===== config.mk =====
export PLATFORM = sky130hd
export DESIGN_NAME = wb_retire_stage
export DESIGN_NICKNAME = d
export VERILOG_FILES = /design/src/rtl/wb_retire_stage.sv
export SDC_FILE = /design/constraint.sdc
export NUM_CORES = 1
export LEC_CHECK = 0
export CORE_MARGIN = 5
export CORE_UTILIZATION = 45
export DETAILED_ROUTE_END_ITERATION = 10
export HOLD_SLACK_MARGIN = 0.12
export PLACE_DENSITY = 0.71
export SLEW_MARGIN = 10
export SYNTH_ARGS = -nofsm -noshare
export SYNTH_HDL_FRONTEND = slang
export SYNTH_SLANG_ARGS = --single-unit

===== constraint.sdc =====
create_clock -name clk -period 9.4 [get_ports clk]
set_clock_uncertainty 0.2 [all_clocks]
set_input_delay 1.41 -clock clk [delete_from_list [all_inputs] [get_ports clk]]
set_output_delay 1.41 -clock clk [all_outputs]
set_load 0.02 [all_outputs]

===== src/rtl/wb_retire_stage.sv =====
// Multi-lane write-back/retire stage: precise exception kill across lanes,
// register-file write, and a trace FIFO serialising retired writes onto the debug port.
module wb_retire_stage #(
  parameter int LANES       = 2,
  parameter int TRACE_DEPTH = 8
) (
  input  logic                  clk,
  input  logic                  reset,
  input  logic                  flush,
  output logic                  ws_allowin,
  input  logic [LANES-1:0]      ms_to_ws_valid,
  input  logic [LANES*32-1:0]   ms_pc,
  input  logic [LANES*32-1:0]   ms_result,
  input  logic [LANES*4-1:0]    ms_gr_we,
  input  logic [LANES*5-1:0]    ms_dest,
  input  logic [LANES-1:0]      ms_exc,
  input  logic [LANES-1:0]      ms_eret,
  output logic [LANES*4-1:0]    rf_we,
  output logic [LANES*5-1:0]    rf_waddr,
  output logic [LANES*32-1:0]   rf_wdata,
  output logic [LANES-1:0]      fwd_valid,
  output logic                  send_flush,
  output logic                  exc_valid,
  output logic                  eret_valid,
  output logic [31:0]           exc_pc,
  output logic [31:0]           debug_wb_pc,
  output logic [3:0]            debug_wb_rf_wen,
  output logic [4:0]            debug_wb_rf_wnum,
  output logic [31:0]           debug_wb_rf_wdata
);

  localparam int PTR_W = $clog2(TRACE_DEPTH);
  localparam int CNT_W = PTR_W + 1;
  localparam int POP_W = $clog2(LANES + 1);

  typedef struct packed {
    logic [31:0] pc;
    logic [3:0]  we;
    logic [4:0]  num;
    logic [31:0] data;
  } trace_t;

  logic [LANES-1:0]         ws_valid;
  logic [LANES-1:0]         ws_exc;
  logic [LANES-1:0]         ws_eret;
  logic [LANES-1:0][31:0]   ws_pc;
  logic [LANES-1:0][31:0]   ws_result;
  logic [LANES-1:0][3:0]    ws_gr_we;
  logic [LANES-1:0][4:0]    ws_dest;

  logic                     ws_ready_go;
  logic [LANES-1:0]         eff;
  logic [LANES-1:0]         wr;
  logic [LANES-1:0][POP_W-1:0] off;
  logic [POP_W-1:0]         need;
  logic [POP_W-1:0]         push_n;
  logic                     pop;
  logic                     flush_hit;
  logic                     flush_exc;
  logic                     flush_eret;
  logic [31:0]              flush_pc;
  trace_t                   lane_entry [LANES];
  trace_t                   first_entry;
  trace_t                   head;
  trace_t                   dbg_q;

  logic [PTR_W-1:0]         wr_ptr;
  logic [PTR_W-1:0]         rd_ptr;
  logic [CNT_W-1:0]         count;
  trace_t                   trace_mem [TRACE_DEPTH];

  // Stage register; flush beats a same-cycle load.
  always_ff @(posedge clk) begin
    if (reset) begin
      // NOTE: sequential state uses non-blocking assignments so every flop samples pre-edge values.
      ws_valid  <= '0;
      ws_exc    <= '0;
      ws_eret   <= '0;
      ws_pc     <= '0;
      ws_result <= '0;
      ws_gr_we  <= '0;
      ws_dest   <= '0;
    end else begin
      if (flush)           ws_valid <= '0;
      else if (ws_allowin) ws_valid <= ms_to_ws_valid;
      if (ws_allowin && (|ms_to_ws_valid)) begin
        ws_exc    <= ms_exc;
        ws_eret   <= ms_eret;
        ws_pc     <= ms_pc;
        ws_result <= ms_result;
        ws_gr_we  <= ms_gr_we;
        ws_dest   <= ms_dest;
      end
    end
  end

  // Lane decode: the oldest exc/eret kills every younger lane.
  always_comb begin : lane_decode
    logic             killed;
    logic             first_hit;
    logic [POP_W-1:0] acc;
    // NOTE: every comb output gets a default first, so no path can infer a latch.
    killed      = 1'b0;
    first_hit   = 1'b0;
    acc         = '0;
    eff         = '0;
    wr          = '0;
    off         = '0;
    flush_hit   = 1'b0;
    flush_exc   = 1'b0;
    flush_eret  = 1'b0;
    flush_pc    = '0;
    first_entry = '0;
    for (int i = 0; i < LANES; i++) begin
      lane_entry[i] = '{pc: ws_pc[i], we: ws_gr_we[i], num: ws_dest[i], data: ws_result[i]};
      eff[i] = ws_valid[i] && !killed;
      wr[i]  = eff[i] && !ws_exc[i] && (|ws_gr_we[i]);
      off[i] = acc;
      if (wr[i]) begin
        acc = acc + POP_W'(1);
        if (!first_hit) begin
          first_hit   = 1'b1;
          first_entry = lane_entry[i];
        end
      end
      if (eff[i] && (ws_exc[i] || ws_eret[i]) && !flush_hit) begin
        flush_hit  = 1'b1;
        flush_exc  = ws_exc[i];
        flush_eret = !ws_exc[i];
        flush_pc   = ws_pc[i];
      end
      if (ws_valid[i] && (ws_exc[i] || ws_eret[i])) killed = 1'b1;
    end
    need = acc;
  end

  assign ws_ready_go = (CNT_W'(TRACE_DEPTH) - count) >= CNT_W'(need);
  assign ws_allowin  = !(|ws_valid) || ws_ready_go;
  assign fwd_valid   = wr;
  assign rf_waddr    = ws_dest;
  assign rf_wdata    = ws_result;
  assign send_flush  = ws_ready_go && flush_hit;
  assign exc_valid   = send_flush && flush_exc;
  assign eret_valid  = send_flush && flush_eret;
  assign exc_pc      = flush_pc;

  always_comb begin
    rf_we = '0;
    for (int i = 0; i < LANES; i++)
      rf_we[i*4 +: 4] = ws_gr_we[i] & {4{wr[i] && ws_ready_go}};
  end

  // An empty FIFO bypasses the first pushed entry straight to the debug register.
  assign push_n = ws_ready_go ? need : '0;
  assign pop    = (count != '0) || (push_n != '0);
  assign head   = (count != '0) ? trace_mem[rd_ptr] : first_entry;

  // NOTE: the trace storage has no reset; only pointers and count define validity.
  always_ff @(posedge clk) begin
    for (int i = 0; i < LANES; i++)
      if (ws_ready_go && wr[i]) trace_mem[wr_ptr + PTR_W'(off[i])] <= lane_entry[i];
  end

  always_ff @(posedge clk) begin
    if (reset) begin
      wr_ptr <= '0;
      rd_ptr <= '0;
      count  <= '0;
      dbg_q  <= '0;
    end else begin
      wr_ptr <= wr_ptr + PTR_W'(push_n);
      rd_ptr <= rd_ptr + PTR_W'(pop);
      count  <= count + CNT_W'(push_n) - CNT_W'(pop);
      dbg_q  <= pop ? head : '0;
    end
  end

  assign debug_wb_pc       = dbg_q.pc;
  assign debug_wb_rf_wen   = dbg_q.we;
  assign debug_wb_rf_wnum  = dbg_q.num;
  assign debug_wb_rf_wdata = dbg_q.data;

endmodule


# == Word level (Yosys, flattened, before mapping) ==
# Memory sizes are Yosys's and may differ from the RTL's. A register that Yosys moved wholly into a read port is not among the register bits.
# Cells that the tools add are included.
# op_classes
addsub,7
n_lt_le_gt_ge,1
muxes,21
bitwise,3
reduce_logical,30
# op_table
operator,n
$mux W73,4
$mux W32,2
$logic_and A1 B1 Y1,14
$mux W1,12
$and A4 B4 Y4,2
$reduce_or A2 Y1,4
$reduce_or A4 Y1,2
$add A3 B2 Y3,2
$add A4 B2 Y4,1
$ge A4 B2 Y1,1
$logic_not A1 Y1,4
$logic_or A1 B1 Y1,4
$mux W2,2
$reduce_bool A4 Y1,1
$sub A4 B1 Y4,1
$sub A4 B4 Y4 const A,1
$add A3 B1 Y3,1
$mux W3,1
$add A2 B1 Y2 const B,1
$reduce_bool A2 Y1,1
$not A1 Y1,1
# word_totals
register_bits,235
ramBits,584
inputBits,155
wordCells,81
mem_count,1
# mem_list
memory,depth,word_bits,read_ports,rd_ports_with_merged_regs,wr,line_no,source
trace_mem,8,73,1,1,2,70,trace_t trace_mem [TRACE_DEPTH];

# == Logic depth before layout (Yosys ltp) ==
# depth
depth_word,14
depth_mapped,20
depth_no_buf,16

# == Worst setup path after synthesis ==
# No wires, ideal clock.
# synth_timing
path_type,register to register
from,register ws_valid[0]
to,"memory trace_mem[3][0] in the netlist's numbering, enable pin"
arrival_ns,4.736
t_required_ns,8.765
setup_slack_ns,4.029
path_stages_with_launch,15
path_buffers,6
synth_period_minus_slack_ns,5.371
path_cell_list,dfxtp_1 buf_2 inv_1 nor3_1 clkbuf_1 clkbuf_1 nand2_1 ha_1 a21oi_1 and3b_1 buf_2 nor4_1 buf_2 buf_2 a41o_1
# synth_lines
element,line_no,source
start: declaration,43,logic [LANES-1:0] ws_valid;
start signal: assignment,85,else if (ws_allowin) ws_valid <= ms_to_ws_valid;
end: declaration,70,

# == Worst setup path in the final report ==
# layout_timing
from,"register ws_gr_we, in the netlist lane_entry[40]"
to,output port eret_valid
# layout_via
elab_chain_cells,6
# layout_lines
element,line_no,source
start: declaration,48,logic [LANES-1:0][3:0] ws_gr_we;
start signal: assignment,91,ws_gr_we <= ms_gr_we;
$reduce_or A4 Y1,117,wr[i] = eff[i] && !ws_exc[i] && (|ws_gr_we[i]);
$logic_and A1 B1 Y1,117,
$mux W2,119,if (wr[i]) begin
$ge A4 B2 Y1,137,assign ws_ready_go = (CNT_W'(TRACE_DEPTH) - count) >= CNT_W'(need);
$logic_and A1 B1 Y1,142,assign send_flush = ws_ready_go && flush_hit;
$logic_and A1 B1 Y1,144,assign eret_valid = send_flush && flush_eret;
end: declaration,24,"output logic eret_valid,"
# No other way between the ends.

==> results.ini <==
[status]
status = finished, final reports clean

[global_route]
grt_overflow = 0
grt_pass1_vias = 25808
grt_pass1_wl_microns = 166000
grt_max_degree = 85
track_usage = 0.231
antenna_found_initial = 4

[detailed_routing]
vias = 24912
wl_per_cell_microns = 27.5
via_per_inst = 6.09
ant_nets = 0
drt_iter0_markers = 2581
drtPass1Iterations = 5
remaining_drc_errors = 0
drt_wl_total_microns = 112000

[pwr]
ir_drop_mv = 0.164
cellLeakagePower_nw = 15.6
p_per_area_mw_per_mm2 = 250

[job]
max-cap-violations = 0

[critical_path]
endpoint = eret_valid
path_class = flip-flop to primary output
critPathLaunch = lane_entry[40]
crit_arrival_ps = 4710
start_kind = flip-flop
worst-r2r-cell-count = 11
required_ps = 7790
cp-end-kind = primary output
r2r_slack_ps = 4070
path_max_fanout = 15
r2r_end = trace_mem[3][56]
reg2reg_from = lane_entry[40]

[place]
routabilityCongestion = 0.842
io_buffers = 347
dpl.hpwl_microns = 63300
place_inst = 3927

[yosys]
netlist_area_sq_mm = 0.0392
synth-seq-area-share = 0.567
avgSynthCellArea_sq_um = 13.9
syn_nets = 2986
yosysTopAreaCell = edfxtp_1
ys_top_cells_by_area = edfxtp_1 45%, mux2_2 17%, dfxtp_1 12%, mux4_2 8.4%, nand2_1 3.0%
synth_seq_cells = 819
synth_ff_type = edfxtp_1
synthCells = 2815
async_flop_share = 0
ys_warn_count = 0
synth_top_area_frac = 0.447
synth_cell_types = 49
synth_edf_count = 584

[sta]
maxSlewViolCount = 0
grt_setup_unrepaired = false
period_share = 0.673
finalHoldViolCount = 0
min_period_ps = 6320
max_slew_margin = 0.106
fmax_ghz = 0.158
finalSetupTns_ps = 0
worst_pin_slew_ps = 1340
setup_viol = 0

[layout]
num-nets-final = 3032
fin_util = 0.526
fillCellCount = 7016
regArea_sq_mm = 0.0222
area_growth_pct = 16.0
multi_input_area_sq_mm = 0.0149
layout_common_cells = 584 x mux2_2, 584 x edfxtp_1, 346 x clkdlybuf4s50_1, 307 x nand2_1, 233 x dfxtp_1
final_cells = 4090
layout-drive-gt1-share = 0.345

[clocking]
clk_pin_slew_worst_paths_ps = 60
ctsHoldBuffers = 0
ctsResizeCount = 0
insertion_delay_ps = 650
cts-root-buf = clkbuf_16
clock-sinks = 819
cts_made_buffers = 87
h-tree-depth = 3
cts_max_path_buffers = 3
postCtsSetupBuffers = 0
cts_tree = done

[hold_path]
min_path_type = flip-flop to flip-flop

[floorplan]
pin_count = 348
start_util = 0.453
fp.dieArea_sq_mm = 0.0932
core_sq_mm = 0.0866
rows = 108
die_y_microns = 305
die_w_microns = 305

[sequential cells by signal, summed over array words and instances, names as in the netlist, 3 cells and up]
signal	cells
trace_mem	584
lane_entry	72
rf_wdata	64
debug_wb_pc	32
debug_wb_rf_wdata	32
rf_waddr	10
debug_wb_rf_wnum	5
count	4
debug_wb_rf_wen	4
rd_ptr	3
wr_ptr	3
[critical path: stages (launching register included)]
cell	delay, ps
dfxtp_1	540
nor4_1	190
or4b_4	550
xnor2_1	160
ha_1	290
nand2b_1	110
a21oi_1	160
and3b_1	510
a211oi_1	810
clkdlybuf4s50_1	740
[worst min path at each step]
stage,startpoint,end,slack [ps],depth (start not counted)
2_1_floorplan,ws_eret[1],ws_eret[1],250,2
4_1_cts,ws_eret[0],ws_eret[0],290,2
6_report,ws_eret[0],ws_eret[0],300,2
3_3_place_gp,ws_eret[0],ws_eret[0],270,2
3_5_place_dp,ws_eret[0],ws_eret[0],280,2
5_1_grt,ws_eret[0],ws_eret[0],320,2
[Yosys cell counts, types with 52 or more instances]
cell type and n:
nor3_2 67, a221oi_1 72, buf_4 126, dfxtp_1 235, o22ai_1 70, a21oi_1 153, buf_2 52, mux2_2 584
clkbuf_1 213, mux4_2 146, edfxtp_1 584, nand2_1 309
[report_power, final]
group | internal [mW] | switching (mW) | leakage (nW) | total (mW)
Sequential | 4.19 | 0.407 | 7.32 | 4.60
Clock | 2.18 | 1.47 | 1.50 | 3.65
Combinational | 1.43 | 1.68 | 6.78 | 3.11
[metrics by stage]
stage / setup slack [ps] / hold WS, ps / power (mW) / cell area [sq um]
floorplan: 4030 / 250 / 6.63 / 39200
global placement: 3870 / 267 / 7.71 / 42500
detailed placement: 3890 / 282 / 7.76 / 42500
CTS: 3200 / 291 / 11.4 / 45500
global route: 2920 / 316 / 11.8 / 45500
finish: 3080 / 295 / 11.4 / 45500
[area by class of cell]
class / count / area share
clock buffers: 122 / 0.0558
multi-input cells: 1550 / 0.328
diodes: 1 / 0.0000550
well taps: 1155 / 0.0317
repair buffers: 387 / 0.0832
inverters: 16 / 0.00135
flip-flops and latches: 819 / 0.489
clock inverters: 40 / 0.0116
[routing by layer]
metal / wire [microns] / GRT usage / share of wire / vias to the layer above
met5: 26 / 0 / 0.00023 / -
met4: 2200 / 0.0526 / 0.020 / 4
met3: 10700 / 0.0566 / 0.096 / 160
met2: 53800 / 0.381 / 0.48 / 1283
met1: 45600 / 0.314 / 0.41 / 12814
li1: - / - / - / 10651
[cells by family after synthesis]
group / after synthesis / synth area share
AO/OA/AOI/OAI: 352 / 0.0595
XOR/XNOR: 9 / 0.00201
adder cells (fa/ha/maj): 16 / 0.00549
buffers and inverters: 446 / 0.0580
flip-flops: 819 / 0.567
multiplexers: 733 / 0.252
AND/OR/NAND/NOR: 440 / 0.0558
Power figures use the tool's default switching activity.
